### src/rtl/id_exe_stage_reg.sv
// id_exe_stage_reg
// Pipeline register between the ID and EXE stages of the 5-stage ARM core.
// Captures decoded control and operand fields every cycle. It inserts a bubble
// when the hazard detector stalls ID, clears on a taken branch, and holds all
// state while the memory stage freezes the pipeline.
//
// Each rising edge applies one action, highest priority first:
// rst, freeze, flush, hazard_detected, load.
//
// Ports:
//   clk, rst                 rising-edge clock, synchronous active-high reset
//   freeze                   hold every register, including the counter
//   flush                    zero all fields and clear valid_out
//   hazard_detected          zero control fields, capture data, count a bubble
//   *_in / *_out             decoded control, operands, PC, indices, C flag
//   valid_out                EXE slot holds a real instruction
//   bubble_count             saturating count of hazard bubbles
//
// Build option:
//   BUBBLE_COUNT_EN  defined   -> 32-bit saturating bubble counter is built
//                    undefined -> bubble_count is tied to zero

`ifndef REG_FILE_DEPTH
`define REG_FILE_DEPTH 4
`endif

module id_exe_stage_reg #(
  parameter int WORD_W = 32,
  parameter int REG_W  = `REG_FILE_DEPTH
) (
  input  logic              clk,
  input  logic              rst,
  input  logic              freeze,
  input  logic              flush,
  input  logic              hazard_detected,
  input  logic              WB_EN_in,
  input  logic              MEM_R_EN_in,
  input  logic              MEM_W_EN_in,
  input  logic              B_in,
  input  logic              S_in,
  input  logic [3:0]        EXE_CMD_in,
  input  logic [WORD_W-1:0] pc_in,
  input  logic [WORD_W-1:0] val_Rn_in,
  input  logic [WORD_W-1:0] val_Rm_in,
  input  logic              imm_in,
  input  logic [11:0]       shift_operand_in,
  input  logic [23:0]       signed_imm_24_in,
  input  logic [REG_W-1:0]  dest_in,
  input  logic [REG_W-1:0]  src1_in,
  input  logic [REG_W-1:0]  src2_in,
  input  logic              carry_in,
  output logic              WB_EN_out,
  output logic              MEM_R_EN_out,
  output logic              MEM_W_EN_out,
  output logic              B_out,
  output logic              S_out,
  output logic [3:0]        EXE_CMD_out,
  output logic [WORD_W-1:0] pc_out,
  output logic [WORD_W-1:0] val_Rn_out,
  output logic [WORD_W-1:0] val_Rm_out,
  output logic              imm_out,
  output logic [11:0]       shift_operand_out,
  output logic [23:0]       signed_imm_24_out,
  output logic [REG_W-1:0]  dest_out,
  output logic [REG_W-1:0]  src1_out,
  output logic [REG_W-1:0]  src2_out,
  output logic              carry_out,
  output logic              valid_out,
  output logic [31:0]       bubble_count
);

  // Control fields are the ones a bubble must kill; data fields ride along.
  typedef struct packed {
    logic       wb_en;
    logic       mem_r_en;
    logic       mem_w_en;
    logic       b;
    logic       s;
    logic [3:0] exe_cmd;
  } ctrl_t;

  typedef struct packed {
    logic [WORD_W-1:0] pc;
    logic [WORD_W-1:0] val_rn;
    logic [WORD_W-1:0] val_rm;
    logic              imm;
    logic [11:0]       shift_operand;
    logic [23:0]       signed_imm_24;
    logic [REG_W-1:0]  dest;
    logic [REG_W-1:0]  src1;
    logic [REG_W-1:0]  src2;
    logic              carry;
  } data_t;

  ctrl_t ctrl_in, ctrl_d, ctrl_q;
  data_t data_in, data_d, data_q;
  logic  valid_d, valid_q;

  assign ctrl_in = '{wb_en: WB_EN_in, mem_r_en: MEM_R_EN_in, mem_w_en: MEM_W_EN_in,
                     b: B_in, s: S_in, exe_cmd: EXE_CMD_in};

  assign data_in = '{pc: pc_in, val_rn: val_Rn_in, val_rm: val_Rm_in, imm: imm_in,
                     shift_operand: shift_operand_in, signed_imm_24: signed_imm_24_in,
                     dest: dest_in, src1: src1_in, src2: src2_in, carry: carry_in};

  always_comb begin
    ctrl_d  = ctrl_q;
    data_d  = data_q;
    valid_d = valid_q;
    if (freeze) begin
      // hold everything: the EXE branch that would flush is frozen too
    end else if (flush) begin
      ctrl_d  = '0;
      data_d  = '0;
      valid_d = 1'b0;
    end else if (hazard_detected) begin
      // Bubble: WB_EN=0 keeps the hazard detector from matching on this slot.
      ctrl_d  = '0;
      data_d  = data_in;
      valid_d = 1'b0;
    end else begin
      ctrl_d  = ctrl_in;
      data_d  = data_in;
      valid_d = 1'b1;
    end
  end

  always_ff @(posedge clk) begin
    if (rst) begin
      ctrl_q  <= '0;
      data_q  <= '0;
      valid_q <= 1'b0;
    end else begin
      ctrl_q  <= ctrl_d;
      data_q  <= data_d;
      valid_q <= valid_d;
    end
  end

  assign WB_EN_out         = ctrl_q.wb_en;
  assign MEM_R_EN_out      = ctrl_q.mem_r_en;
  assign MEM_W_EN_out      = ctrl_q.mem_w_en;
  assign B_out             = ctrl_q.b;
  assign S_out             = ctrl_q.s;
  assign EXE_CMD_out       = ctrl_q.exe_cmd;
  assign pc_out            = data_q.pc;
  assign val_Rn_out        = data_q.val_rn;
  assign val_Rm_out        = data_q.val_rm;
  assign imm_out           = data_q.imm;
  assign shift_operand_out = data_q.shift_operand;
  assign signed_imm_24_out = data_q.signed_imm_24;
  assign dest_out          = data_q.dest;
  assign src1_out          = data_q.src1;
  assign src2_out          = data_q.src2;
  assign carry_out         = data_q.carry;
  assign valid_out         = valid_q;

`ifdef BUBBLE_COUNT_EN
  logic [31:0] bubble_q, bubble_d;

  // Only a real bubble counts: freeze and flush both take priority over hazard.
  always_comb begin
    bubble_d = bubble_q;
    if (!freeze && !flush && hazard_detected && (bubble_q != 32'hFFFF_FFFF))
      bubble_d = bubble_q + 32'd1;
  end

  always_ff @(posedge clk) begin
    if (rst) bubble_q <= '0;
    else     bubble_q <= bubble_d;
  end

  assign bubble_count = bubble_q;
`else
  assign bubble_count = 32'd0;
`endif

endmodule

### config.mk
export PLATFORM = sky130hd
export DESIGN_NAME = id_exe_stage_reg
export DESIGN_NICKNAME = d
export VERILOG_FILES = /design/src/rtl/id_exe_stage_reg.sv
export SDC_FILE = /design/constraint.sdc
export NUM_CORES = 1
export LEC_CHECK = 0
export ABC_AREA = 1
export BUFFER_PORTS_ARGS = -buffer_cell sky130_fd_sc_hd__clkbuf_2
export CAP_MARGIN = 20
export CELL_PAD_IN_SITES_DETAIL_PLACEMENT = 0
export CELL_PAD_IN_SITES_GLOBAL_PLACEMENT = 2
export CORE_MARGIN = 4
export CORE_UTILIZATION = 22
export DETAILED_ROUTE_END_ITERATION = 10
export PLACE_DENSITY = 0.81
export SETUP_SLACK_MARGIN = 0.15
export SLEW_MARGIN = 5
export SYNTH_ARGS = -nofsm -noshare
export SYNTH_HDL_FRONTEND = slang
export SYNTH_SLANG_ARGS = --single-unit
### constraint.sdc
create_clock -name clk -period 1.1 [get_ports clk]
set_clock_uncertainty 0.15 [all_clocks]
set_input_delay 0.22 -clock clk [delete_from_list [all_inputs] [get_ports clk]]
set_output_delay 0.22 -clock clk [all_outputs]
set_load 0.02 [all_outputs]
# After elaboration in Yosys (flattened, before gate mapping)
# Index checks and enable logic that the tools add are counted.
# Widths: inputs -> output; s select.
# word_totals
regBits	156
input_bits	160
out_inout_bits	188
wordCells	22
# classes
n_mux	5
# ops
cell	count
$mux 146	1
$mux 9	2
$mux 1	2

# Longest topological paths before layout
# Gate-level depths: netlist (run 1).
# logic_depth
ltp_word	2
depth_mapped	5
mapped_depth_nobuf	3

# Worst setup path before layout (run 1)
# OpenSTA, ideal clock, no wires.
# synth_path
path_kind	input to register
from	input port freeze
to	register data_q, in the netlist imm_out
setup_time_ns	0.070
arrival_time_ns	0.812
required_time_ns	0.880
setup_slack_ns	0.068
cell_stages	5
path_buffers	2
path_cell_list	nor2_2 buf_4 buf_6 nand2_1 a21oi_1
# synth_lines
item	line	rtl
from (decl)	33	input logic freeze,
to (signal assigned)	135	data_q <= data_d;
to (decl)	96	data_t data_in, data_d, data_q;

# Final worst setup path (run 1)
# layout_path
from	register data_q, in the netlist src1_out[3]
to	output port src1_out[3]
# layout_lines
item	line	rtl
to (decl)	65	output logic [REG_W-1:0] src1_out,
# No word-level cell between the ends.

==> results of run 1 <==
## sequential cells by signal, summed over array words and instances, names as in the netlist, 4 cells and up
signal and flops:
EXE_CMD_out 4, shift_operand_out 12, val_Rn_out 32, signed_imm_24_out 24, pc_out 32, src2_out 4
dest_out 4, val_Rm_out 32, src1_out 4
## per-layer routing
| layer | GRT usage | up-vias | share of wire |
|---|---|---|---|
| met5 | 0 | - | 0 |
| met4 | 0.0360 | 0 | 0.018 |
| met3 | 0.0556 | 21 | 0.084 |
| met2 | 0.251 | 248 | 0.49 |
| met1 | 0.173 | 2927 | 0.41 |
| li1 | - | 3216 | - |
## final timing paths
path,startpoint,endpoint,slack (ns),cells past startpoint
worst max-delay path,src1_out[3]$_SDFFE_PP0N_,src1_out[3],-0.16,1
worst min register to register,MEM_W_EN_out$_SDFFE_PP0N_,MEM_W_EN_out$_SDFFE_PP0N_,0.33,2
worst min-delay path,rst,MEM_W_EN_out$_SDFFE_PP0N_,0.09,3
worst max register to register,dest_out[3]$_SDFFE_PP0N_,dest_out[3]$_SDFFE_PP0N_,0.15,4
## final cells by class
class / instances / area (um^2)
clock buffers: 20 / 447
clock inverters: 12 / 104
fillers: 2304 / 13400
inverters: 1 / 3.75
multi-input cells: 501 / 2110
flip-flops and latches: 156 / 3320
well taps: 330 / 413
repair buffers: 538 / 5420
## through the flow
stage	setup WS, ns	util	setup TNS (ns)	hold WS (ns)	std cells
2_1_floorplan	0.116	-	0	0.213	741
3_3_place_gp	-0.212	0.303	-23.68	0.299	1338
3_5_place_dp	-0.222	0.303	-25.90	0.303	1338
4_1_cts	-0.207	0.449	-28.88	0.0701	1529
5_1_grt	-0.220	0.468	-29.17	0.0737	1558
6_report	-0.163	0.468	-21.63	0.0874	1558
## placed cells by master, fill, tap and decap left out
| cell type | instances |
|---|---|
| sky130_fd_sc_hd__clkinv_4 | 4 |
| sky130_fd_sc_hd__inv_6 | 4 |
| sky130_fd_sc_hd__buf_16 | 1 |
| sky130_fd_sc_hd__buf_8 | 156 |
| sky130_fd_sc_hd__nand2_2 | 1 |
| sky130_fd_sc_hd__clkinvlp_4 | 3 |
| sky130_fd_sc_hd__dlygate4sd3_1 | 155 |
| sky130_fd_sc_hd__a21oi_2 | 3 |
| sky130_fd_sc_hd__clkbuf_2 | 157 |
| sky130_fd_sc_hd__a21oi_1 | 153 |
| sky130_fd_sc_hd__nand2_1 | 302 |
| sky130_fd_sc_hd__dfxtp_4 | 1 |
| sky130_fd_sc_hd__conb_1 | 32 |
| sky130_fd_sc_hd__clkbuf_8 | 1 |
| sky130_fd_sc_hd__buf_12 | 13 |
| sky130_fd_sc_hd__dfxtp_2 | 155 |
| sky130_fd_sc_hd__inv_8 | 1 |
| sky130_fd_sc_hd__clkbuf_1 | 2 |
| sky130_fd_sc_hd__nand3_1 | 9 |
| sky130_fd_sc_hd__clkinv_1 | 1 |
| sky130_fd_sc_hd__clkbuf_16 | 19 |
| sky130_fd_sc_hd__nor2_4 | 1 |
| sky130_fd_sc_hd__buf_4 | 54 |
## kinds of logic (layout without fill, tap and decap cells)
logic type | after synthesis | in the layout | share of synthesized area
AO/OA/AOI/OAI | 156 | 156 | 0.138
buffers and inverters | 84 | 571 | 0.0985
flip-flops | 156 | 156 | 0.552
other | 1 | 32 | 0.000663
AND/OR/NAND/NOR | 313 | 313 | 0.210
## what timing repair did
item / in CTS / in global routing
hold buffers: 155 / 0
pin swaps: 0 / 2
gates resized for setup: 468 / 162
cloned: 0 / 2
endpoints found under the setup margin: 156 / 163
hold endpoints to repair: 155 / 0
buffers inserted: 4 / 27
## power breakdown
group	total, mW	switching [mW]	internal (mW)
logic	2.56	1.13	1.43
clock network	5.55	2.54	3.01
registers	6.09	0.189	5.90
total	14.2	3.86	10.3
==> summary by stage, run 1 <==
Clock network
The clock slew at the register clock pins of the worst setup and hold paths is 0.06 ns. In this run the clock root is driven by a sky130_fd_sc_hd__clkbuf_16. The insertion delay of the later-clocked pin in the worst-skew pair is 0.41 ns. The H-tree depth is 4. The clock net in this run drives a total of 156 sinks. TritonCTS created 17 clock buffers. TritonCTS built the clock tree. The number of buffers on the longest clock path is 2.

Worst setup path
STA puts the critical path data arrival time at 0.89 ns. For this run, the slowest stage of the critical path takes 0.36 ns. Traced cell by cell, the critical path runs through buf_8. The critical setup path kind is reg -> out.

The kind of cell with the highest combined delay along the critical path is flip-flops. The combined buffer and inverter count along the critical path is 1. STA puts the critical path data required time at 0.73 ns. The largest individual stage delay along the critical path comes from the cell sky130_fd_sc_hd__dfxtp_4. The sort of element at the start of the critical path is a flip-flop.

The worst setup path is captured at an output port. Along the worst path, the maximum fanout reaches 2.

STA
The number of endpoints with negative hold slack in the final report was 0. Setup violations remaining at the end of the flow were counted as 156. The maximum clock rate is 792 MHz.

Of the available clock period, the critical path in the final layout requires 1.15. Setup repair after global routing could not meet its margin everywhere. The shortest period the worst path allows is 1.26 ns. The final number of max-transition violations is 0.

After layout, the worst setup slack is -0.163 ns.

Power and ir drop
VDD sags by at most 0.000808 V. The power density over cell area is 1200 nW/um^2. The design draws 14.2 mW. The leakage dissipation is 5.05 nW.

Yosys
By instance count, the leading cell after synthesis is sky130_fd_sc_hd__nand2_1. The number of different library cells used by synthesis comes to 12. The number of enable-type register cells in the synthesized netlist is 0. The fraction of registers with async set/reset is 0. Sorting the synthesized cells by how often they occur yields sky130_fd_sc_hd__nand2_1 (303), sky130_fd_sc_hd__a21oi_1 (156), sky130_fd_sc_hd__dfxtp_1 (156). The cell type contributing the most total cell area after synthesis is sky130_fd_sc_hd__dfxtp_1. The number of storage elements in the synthesis netlist is 156. By area the synthesized netlist is led by sky130_fd_sc_hd__dfxtp_1 (55%), sky130_fd_sc_hd__nand2_1 (20%), sky130_fd_sc_hd__a21oi_1 (14%). Synthesis handed over a netlist of 710 instances.

The number of warnings reported in the yosys synthesis log is 0. Of the post-synthesis cell area, the dominant cell type holds 0.552. In the synthesized netlist the dominant register cell turns out to be sky130_fd_sc_hd__dfxtp_1. The summed instance area of the synthesized netlist is 5650 um^2. The sequential-to-total area share from yosys stat is 0.552. Dividing the synthesized area by the synthesized cell count gives 7.96 um^2.

Global routing
The first global-routing pass estimated 34100 um of wire. The initial antenna violation count is 0. Entering global routing, the biggest net connects 50 pins. In the global route stage, overall resource usage came out at 0.146. The via count of the first global-routing pass came to 6490. The total congestion overflow is 0.

Run status
The checks that failed: negative setup slack. The run finished, with violations left.

Finish
Relative to the synthesized area, the layout overhead comes to 109%. Of the cells placed in the final design, the portion with a size suffix greater than 1 is 0.467. The number of antenna diodes in the final layout is 0. The final cell area excluding filler cells is 11800 um^2.

The net count of the finished layout is 1375.

Place
The half-perimeter wire length after placement is 14000 um. The routability-driven placement congestion ratio is 0.746. In this run the tool buffered the top-level ports with 315 buffer cells. The total cell area at the placement stage is 7640 um^2.

Worst hold path
The worst min-delay path category is in -> reg.

Die
For this configuration, the core starts out at a cell density of 0.224. The total area inside the core boundary comes to 25300 um^2. The top-level I/O count is 348. The x dimension of the die is 168 um. The floorplan has 58 rows. The die is 168 um tall. The overall die area is 28300 um^2.

Drt
The via count of the routed design is 6412. The via-per-instance ratio is 4.12. For this run, design rule violations remaining after detail routing come to 0.

The detailed router's first-iteration violation count is 249. The remaining number of nets flagged by the antenna check after routing is 0. The number of iterations in the first detailed-routing pass is 4.

The average detailed-routed wire length per instance is 14.2 um. The total detailed-routing wirelength is 22100 um.

Job
The tool flagged a number of max-cap violations equal to 0.
No activity file was read; power rests on OpenSTA's default activity.
==> inputs of run 2 (changes only) <==
ABC_AREA = unset   (was 1)
CORE_UTILIZATION = 24   (was 22)
PLACE_DENSITY = 0.79   (was 0.81)
==> summary by stage, run 2 <==
Die
The number of rows created at floorplan came to 60 (+3.4%). The die height is 173 um (+2.6%). The core box area is 26800 um^2 (+6.1%). The overall die area came to 29800 um^2 (+5.4%). The top-level I/O count is 348 (unchanged). The x dimension of the die is 173 um (+2.6%). The starting density of the core is 0.243 (+0.0192).

STA
The post-route worst hold slack is -0.0472 ns (-0.135 ns). The smallest setup slack after layout is -0.166 ns (-0.00277 ns). The final worst-path cycle share is 1.15 (+0.00252). The shortest period the worst path allows came to 1.27 ns (+0.00277 ns).

The number of endpoints with negative hold slack in the final report is 138 (+138). The final-layout setup total negative slack was -22.11 ns (-0.475 ns). The maximum clock rate is 790 MHz (-0.22%). The setup-violating endpoint count in the final report is 156 (unchanged).

Setup repair after global routing could not meet its margin everywhere. The final number of max-transition violations was 0 (unchanged).

Drt
The number of remaining DRC errors is 0 (unchanged). The remaining number of nets flagged by the antenna check after routing is 0 (unchanged). The total detailed-routing wirelength is 22800 um (+3.3%). The via-per-instance ratio is 4.35 (+5.7%).

The average detailed-routed wire length per instance is 16.0 um (+13%). The number of iterations in the first detailed-routing pass is 4 (unchanged). The detailed router's first-iteration violation count is 208 (-16%). The via count of the routed design is 6184 (-3.6%).

Global routing
The overall global routing resource usage is 0.137 (-0.00914). The global-route wire length before repair is 33400 um (-2.1%). The total congestion overflow is 0 (unchanged). The initial antenna violation count is 0 (unchanged). The via count of the first global-routing pass came to 6042 (-6.9%). The pin count of the biggest net entering global routing is 78 (+56%).

Clock network
The TritonCTS clock tree is done. The number of buffers on the longest clock path is 2 (unchanged). The number of buffers inserted during clock tree synthesis came to 17 (unchanged). The insertion delay of the later-clocked pin in the worst-skew pair came to 0.41 ns (about the same).

The TritonCTS sink count came to 156 (unchanged). The clock slew at the register clock pins of the worst setup and hold paths is 0.08 ns (+0.02 ns). The H-tree depth is 4 (unchanged). The cell sitting at the root of the clock tree is a sky130_fd_sc_hd__clkbuf_16.

Yosys
The fraction of post-synthesis cell area in the top cell type by area came to 0.479 (-0.0730). The number of distinct standard cells referenced by the synthesized netlist was 13 (+1). The summed instance area of the synthesized netlist is 6510 um^2 (+15%). By count the netlist is led by sky130_fd_sc_hd__a21oi_1 (156), sky130_fd_sc_hd__dfxtp_1 (156), sky130_fd_sc_hd__nand2_1 (156). The number of enable-type register cells in the synthesized netlist was 0 (unchanged). The number of standard cells after synthesis is 725 (+2.1%). The mean post-synth cell area is 8.98 um^2 (+13%). The synthesized design spends more area on one cell type than any other, namely sky130_fd_sc_hd__dfxtp_1. The sequential-to-total area share from yosys stat is 0.479 (-0.0730). The most used flip-flop cell after synthesis is sky130_fd_sc_hd__dfxtp_1. The number of storage elements in the synthesis netlist is 156 (unchanged). After synthesis, the cell types taking the most area are sky130_fd_sc_hd__dfxtp_1 (48%), sky130_fd_sc_hd__or3b_1 (19%), sky130_fd_sc_hd__a21oi_1 (12%).

The fraction of registers with async set/reset was 0 (unchanged). The number of warnings reported in the yosys synthesis log is 0 (unchanged).

Worst setup path
The data required time at the worst endpoint is 0.73 ns (about the same). The sort of element at the start of the critical path is a flip-flop. The critical setup path kind is reg -> out.

The critical path arrival is 0.90 ns (about the same). Traced cell by cell, the critical path runs through buf_8. The cell family contributing the most delay on the critical path is flip-flops.

The endpoint type of the worst setup path is an output port. The largest fanout on the critical path was 2 (unchanged). The register-to-register setup slack is 0.17 ns (+0.02 ns).

The combined buffer and inverter count along the critical path is 1 (unchanged). The delay of the slowest cell on the worst path was 0.36 ns (about the same). Among all stages on the critical path, the largest delay is contributed by sky130_fd_sc_hd__dfxtp_2.

Finish
The fraction of final layout cells sized beyond drive strength 1 is 0.563 (+0.0959). The number of nets in the layout is 1228 (-11%). The number of filler cells placed in the layout is 2645 (+15%). The area growth from synthesis to layout is 75.1%. The final antenna diode count is 0 (unchanged). Leaving out fill and tap cells, the most frequent cell in the layout is sky130_fd_sc_hd__buf_8. The library cells used most frequently in the layout, excluding fill and tap cells, are sky130_fd_sc_hd__buf_8 (158), sky130_fd_sc_hd__dfxtp_2 (156), sky130_fd_sc_hd__clkbuf_2 (156).

The final core area utilization is 0.425 (-0.0425).

Place
The pre-CTS setup slack is -0.344 ns (-0.122 ns). The half-perimeter wire length after placement is 15100 um (+7.8%). The count of input and output buffers is 315 (unchanged). The routability-driven placement congestion ratio is 0.762 (+2.1%).

Power and ir drop
The power density over cell area is 1250 nW/um^2 (+4.0%). The leakage dissipation is 4.79 nW (-5.2%). The largest voltage drop on the vdd net is 0.000812 V (+0.57%).

Worst hold path
The min-delay analysis places its worst path in the category in -> reg.

Job
The number of maximum-capacitance violations came to 0 (unchanged).

Run status
The flow ran to the end, but the final reports show violations. The checks that failed: negative hold slack, negative setup slack.
==> run 2: layout make-up <==
| type | count | area [um^2] | share of cell area |
|---|---|---|---|
| timing repair buffer | 393 | 4150 | 0.364 |
| sequential | 156 | 3320 | 0.291 |
| multi-input combinational | 500 | 2950 | 0.259 |
| clock buffer | 18 | 439 | 0.0385 |
| tap | 341 | 427 | 0.0374 |
| clock inverter | 14 | 125 | 0.0110 |
==> run 2: worst paths after layout <==
kind                                                     endpoint                          startpoint  depth (start not counted)
worst max-delay path                        signed_imm_24_out[11]  signed_imm_24_out[11]$_SDFFE_PP0N_                          1
worst max register to register            pc_out[22]$_SDFFE_PP0N_             pc_out[22]$_SDFFE_PP0N_                          4
worst min register to register         val_Rn_out[5]$_SDFFE_PP0N_          val_Rn_out[5]$_SDFFE_PP0N_                          2
worst min-delay path            signed_imm_24_out[1]$_SDFFE_PP0N_                 signed_imm_24_in[1]                          3
==> run 2: routing by layer <==
layer / up-vias / track usage / part of all wire
met5: - / 0 / 0
met3: 18 / 0.0514 / 0.070
met1: 2851 / 0.161 / 0.42
li1: 3117 / - / -
met2: 198 / 0.236 / 0.50
met4: 0 / 0.0362 / 0.015
==> run 2: power by group <==
| part | internal (mW) | switching, mW |
|---|---|---|
| Clock | 3.06 | 2.71 |
| Combinational | 1.30 | 1.09 |
| Sequential | 5.90 | 0.189 |
==> run 2: timing repair <==
item / CTS / global route
gates cloned: 0 / 6
gates resized for setup: 474 / 194
endpoints found under the setup margin: 165 / 184
hold endpoints to repair: 153 / 144
setup buffers: 13 / 19
pin swaps: 1 / 23
==> run 2: cells by family (layout without fill, tap and decap cells) <==
family                 count (synthesis)  count (layout)  synth area share
AND/OR/NAND/NOR                      312             312             0.301
AO/OA/AOI/OAI                        156             156             0.120
flip-flops                           156             156             0.479
buffers and inverters                100             425            0.0991
other                                  1              32          0.000576
==> run 2: per-stage QoR <==
| stage | hold slack, ns | cell area (um^2) | total power [mW] | instances |
|---|---|---|---|---|
| after floorplan | 0.248 | 6840 | 7.27 | 756 |
| after global placement | 0.296 | 8520 | 7.89 | 1352 |
| after detailed placement | 0.300 | 8520 | 7.90 | 1352 |
| after CTS | -0.0729 | 10800 | 14.2 | 1397 |
| after global routing | -0.0748 | 11400 | 14.9 | 1422 |
| final | -0.0472 | 11400 | 14.3 | 1422 |
